===== src/rtl/ccff_chain_loader.sv =====
// ccff_chain_loader: writer end of the connection-block configuration chain.
// Accepts WORD_W-bit words over a valid/ready handshake and shifts them MSB
// first onto ccff_head, raising config_enable only on cycles that carry a real
// bit. Completion is reported after exactly CHAIN_LEN shifts; a partial last
// word keeps only its top bits.
// Optional feature: define CCFF_TAIL_CRC_EN to add tail_crc, a CRC-8
// (poly 0x07, init 0x00) of the old chain contents pushed out on ccff_tail.
module ccff_chain_loader #(
  parameter int WORD_W    = 8,
  parameter int CHAIN_LEN = 36,
  parameter int CNT_W     = 16
) (
  input  logic              prog_clk,
  input  logic              pResetn,
  input  logic              start,
  input  logic [WORD_W-1:0] word_in,
  input  logic              word_valid,
  output logic              word_ready,
  output logic              ccff_head,
  output logic              config_enable,
  input  logic              ccff_tail,
  output logic              busy,
  output logic              done,
  output logic [CNT_W-1:0]  bits_shifted
`ifdef CCFF_TAIL_CRC_EN
  ,
  output logic [7:0]        tail_crc
`endif
);

  localparam int IDX_W = (WORD_W > 1) ? $clog2(WORD_W) : 1;
  localparam logic [IDX_W-1:0] IDX_TOP  = IDX_W'(WORD_W - 1);
  localparam logic [CNT_W-1:0] LAST_CNT = CNT_W'(CHAIN_LEN - 1);
  localparam logic [CNT_W-1:0] FULL_CNT = CNT_W'(CHAIN_LEN);
  localparam logic [CNT_W-1:0] ONE_CNT  = CNT_W'(1);

  typedef enum logic [1:0] {
    ST_IDLE,
    ST_FETCH,
    ST_SHIFT,
    ST_DONE
  } state_t;

  state_t            state, state_n;
  logic [WORD_W-1:0] shreg, shreg_n;
  logic [IDX_W-1:0]  bit_idx, bit_idx_n;
  logic [CNT_W-1:0]  cnt_q, cnt_n;
  logic              busy_q, busy_n;
  logic              done_q, done_n;
  logic              head_q, head_n;
  logic              en_q, en_n;

  // Next-state and datapath decode; head/enable are precomputed so they leave registers directly.
  always_comb begin
    state_n    = state;
    shreg_n    = shreg;
    bit_idx_n  = bit_idx;
    cnt_n      = cnt_q;
    busy_n     = busy_q;
    done_n     = done_q;
    word_ready = 1'b0;

    case (state)
      ST_IDLE, ST_DONE: begin
        if (start) begin
          state_n = ST_FETCH;
          cnt_n   = '0;
          done_n  = 1'b0;
          busy_n  = 1'b1;
        end
      end

      ST_FETCH: begin
        word_ready = 1'b1;
        if (word_valid) begin
          shreg_n   = word_in;
          bit_idx_n = IDX_TOP;
          state_n   = ST_SHIFT;
        end
      end

      ST_SHIFT: begin
        if (cnt_q != FULL_CNT) begin
          cnt_n = cnt_q + ONE_CNT;
        end
        if (cnt_q >= LAST_CNT) begin
          state_n = ST_DONE;
          busy_n  = 1'b0;
          done_n  = 1'b1;
        end else if (bit_idx == '0) begin
          state_n = ST_FETCH;
        end else begin
          bit_idx_n = bit_idx - 1'b1;
        end
      end

      default: begin
        state_n = ST_IDLE;
      end
    endcase

    en_n   = (state_n == ST_SHIFT);
    head_n = en_n & shreg_n[bit_idx_n];
  end

  // State and datapath registers; reset abandons any load in progress.
  always_ff @(posedge prog_clk or negedge pResetn) begin
    if (!pResetn) begin
      state   <= ST_IDLE;
      shreg   <= '0;
      bit_idx <= '0;
      cnt_q   <= '0;
      busy_q  <= 1'b0;
      done_q  <= 1'b0;
      head_q  <= 1'b0;
      en_q    <= 1'b0;
    end else begin
      state   <= state_n;
      shreg   <= shreg_n;
      bit_idx <= bit_idx_n;
      cnt_q   <= cnt_n;
      busy_q  <= busy_n;
      done_q  <= done_n;
      head_q  <= head_n;
      en_q    <= en_n;
    end
  end

  assign ccff_head     = head_q;
  assign config_enable = en_q;
  assign busy          = busy_q;
  assign done          = done_q;
  assign bits_shifted  = cnt_q;

`ifdef CCFF_TAIL_CRC_EN
  logic [7:0] crc_q;
  logic       crc_fb;

  assign crc_fb = crc_q[7] ^ ccff_tail;

  // CRC-8 over bits leaving the chain tail on every shifting cycle; cleared when a load starts.
  always_ff @(posedge prog_clk or negedge pResetn) begin
    if (!pResetn) begin
      crc_q <= 8'h00;
    end else if (start && (state == ST_IDLE || state == ST_DONE)) begin
      crc_q <= 8'h00;
    end else if (en_q) begin
      crc_q <= {crc_q[6:0], 1'b0} ^ (crc_fb ? 8'h07 : 8'h00);
    end
  end

  assign tail_crc = crc_q;
`else
  logic unused_tail;
  assign unused_tail = ccff_tail;
`endif

endmodule


===== config.mk =====
export PLATFORM = sky130hd
export DESIGN_NAME = ccff_chain_loader
export DESIGN_NICKNAME = d
export VERILOG_FILES = /design/src/rtl/ccff_chain_loader.sv
export SDC_FILE = /design/constraint.sdc
export NUM_CORES = 1
export LEC_CHECK = 0
export BUFFER_PORTS_ARGS = -buffer_cell sky130_fd_sc_hd__clkbuf_2
export CORE_MARGIN = 5
export CORE_UTILIZATION = 59
export DETAILED_ROUTE_END_ITERATION = 6
export PLACE_DENSITY = 0.91
export SLEW_MARGIN = 30
export SYNTH_ARGS = -nofsm -noshare
export SYNTH_HDL_FRONTEND = slang
export SYNTH_SLANG_ARGS = --single-unit

===== constraint.sdc =====
create_clock -name prog_clk -period 6.3 [get_ports prog_clk]
set_clock_uncertainty 0.15 [all_clocks]
set_input_delay 0.63 -clock prog_clk [delete_from_list [all_inputs] [get_ports prog_clk]]
set_output_delay 0.63 -clock prog_clk [all_outputs]
set_load 0.05 [all_outputs]

==> impl_metrics.env <==
export IMPL_synthArstFlopShare=1.00
export IMPL_arrival_ns=2.81
export IMPL_hold_violations=0
export IMPL_final_setup_viol_count=0
export IMPL_ios=34
export IMPL_grt_max_degree=34
export IMPL_cts_tree="built"
export IMPL_std_cell_rows=19
export IMPL_syn2layout_area_growth_pct=13.5
export IMPL_fin_crit_sh=0.440
export IMPL_p_per_area_nw_per_um2=430
export IMPL_final_util=0.711
export IMPL_required_ns=6.34
export IMPL_n_fill_cell=213
export IMPL_vias=1398
export IMPL_cap_violations=0
export IMPL_cts_resized=0
export IMPL_dp_cells=235
export IMPL_dieArea_sq_um=4200
export IMPL_clkLatencyLatePin_ns=0.33
export IMPL_regToRegSetupSlack_ns=3.53
export IMPL_maxSlewViolCount=0
export IMPL_final_setup_tns_ns=0
export IMPL_drt_iter0_markers=100
export IMPL_slew_limit_headroom=0.386
export IMPL_p_leak_nw=0.997
export IMPL_worst_setup_path_end_kind="register"
export IMPL_diodes=0
export IMPL_die_height_um=64.8
export IMPL_rr_worst_depth=9
export IMPL_fin_ws_ns=3.53
export IMPL_fmax_ghz=0.361
export IMPL_hpwl_mm=2.71
export IMPL_dp_slack_ns=3.60
export IMPL_grt_setup_unrepaired="no"
export IMPL_post_cts_buffers=0
export IMPL_cts_sinks=33
export IMPL_die_w_um=64.8
export IMPL_drtPass1Iterations=4
export IMPL_path_clk_slew_ns=0.10
export IMPL_finalNetCount=230
export IMPL_viasPerCell=5.75
export IMPL_hold_buffers=0
export IMPL_cts_max_path_buffers=2
export IMPL_avgSynthCellArea_sq_um=10.1
export IMPL_drive_above_1_share=0.274
export IMPL_status="finished, final reports clean"
export IMPL_grt_pass1_wl_mm=6.23
export IMPL_fin_crit_ns=2.77
export IMPL_path_max_fanout=13
export IMPL_crit_path_start_kind="register"
export IMPL_syn_nets=194
export IMPL_cp_startpoint="state[0]"
export IMPL_synth_edf_count=0
export IMPL_wl_per_cell_um=14.7
export IMPL_yosys_warnings=0
export IMPL_antenna_left=0
export IMPL_synth_seq_area_share=0.466
export IMPL_r2r_end="bits_shifted[15]"
export IMPL_cts_buffers_inserted=5
export IMPL_cts_root_buf="clkbuf_4"
export IMPL_p_total_mw=0.864
export IMPL_syn_area_sq_um=1770
export IMPL_start_util=0.626
export IMPL_place_area_sq_um=1960
export IMPL_ys_seq_elements=33
export IMPL_peakVddDrop_mv=0.323
export IMPL_gp_congestion=0.813
export IMPL_worstReg2RegStart="state[0]"
export IMPL_coreArea_sq_um=2830
export IMPL_overflow=0
export IMPL_syn_inst=175
export IMPL_hold_class="in2async"
export IMPL_holdWs_ns=0.209
export IMPL_stdcell_area_sq_um=2010
export IMPL_critPathKind="reg2reg"
export IMPL_grt_usage=0.192
export IMPL_synth_distinct_cells=35
export IMPL_drc=0
export IMPL_dominantRegCellSynth="dfrtp_1"
export IMPL_crit_end="bits_shifted[15]"
export IMPL_drt_wl_total_mm=3.57
export IMPL_grt_pass1_vias=1367
export IMPL_fin_cells=243
export IMPL_antenna_found_initial=0
export IMPL_io_buffers=32
export IMPL_htreeDepth=2
export IMPL_max_slew_worst_pin_slew_ns=0.918
[kinds of logic (layout without fill, tap and decap cells)]
group,after synthesis,count (layout),share of synthesized area
xor gates and xnor gates,12,12,0.0593
adders and majority gates,6,6,0.0424
muxes,11,11,0.0678
buffers and inverters,13,50,0.0275
and+or+nand+nor,70,70,0.210
DFF,33,33,0.466
AOI/OAI and AO/OA,30,30,0.127
[power breakdown]
group	switching, mW	internal [mW]
Combinational	0.287	0.171
Clock	0.0687	0.0424
Sequential	0.0304	0.265
[routing by layer]
layer / vias up / GRT usage / share of wire
met4: 0 / 0.0871 / 0.013
met5: - / 0 / 0
met1: 660 / 0.248 / 0.44
met3: 6 / 0.0501 / 0.058
met2: 41 / 0.303 / 0.49
li1: 691 / - / -
[placed cells by master (no fill, tap or decap), types with 8 or more instances in the layout]
| cell type | instances |
|---|---|
| dfrtp_1 | 33 |
| clkbuf_2 | 32 |
| nor2_1 | 22 |
| nand2_1 | 11 |
| inv_1 | 10 |
| o21ai_0 | 10 |
| nand3_1 | 10 |
| mux2_2 | 8 |
| xor2_1 | 8 |
[cell usage after synthesis (5+ instances only)]
cell type / n / area, sq um
ha_1: 6 / 75.1
o21ai_0: 10 / 50.1
nor2b_1: 5 / 31.3
a21oi_1: 6 / 30.0
inv_1: 10 / 37.5
nor2_1: 22 / 82.6
nand3_1: 10 / 50.1
xor2_1: 8 / 70.1
dfrtp_1: 33 / 826
nand2_1: 11 / 41.3
mux2_2: 8 / 90.1
[layout make-up]
type                            instances  area (sq um)  share of cell area
Tap cell                               31          38.8              0.0193
Clock inverter                          2          10.0             0.00498
Inverter                               10          37.5              0.0187
Clock buffer                            6          41.3              0.0205
Multi-Input combinational cell        129           897               0.446
Sequential cell                        33           826               0.411
Timing Repair Buffer                   32           160              0.0797
[worst max-delay path: stages (launching register included)]
cell      delay [ns]
dfrtp_1         0.40
inv_1           0.07
ha_1            0.45
nand2b_1        0.31
nand2_1         0.18
nand3_1         0.11
nor3_1          0.56
nand3_1         0.18
xor2_1          0.16
nor2_1          0.06
[how the worst min path moves through the flow]
| stage | startpoint | end | slack, ns | cells after the start |
|---|---|---|---|---|
| final | pResetn | busy | 0.21 | 1 |
| after global routing | pResetn | shreg[1] | 0.26 | 1 |
| after CTS | pResetn | shreg[6] | 0.23 | 1 |
| after detailed placement | shreg[3] | shreg[3] | 0.33 | 1 |
| after global placement | shreg[4] | shreg[4] | 0.33 | 1 |
| after floorplan | pResetn | bit_idx[0] | 0.18 | 0 |
[registers in the layout, indices dropped and copies added (netlist names)]
name,count
bits_shifted,16
shreg,8
bit_idx,3
state,2
busy,1
ccff_head,1
config_enable,1
done,1
No activity file was read; power rests on OpenSTA's default activity.
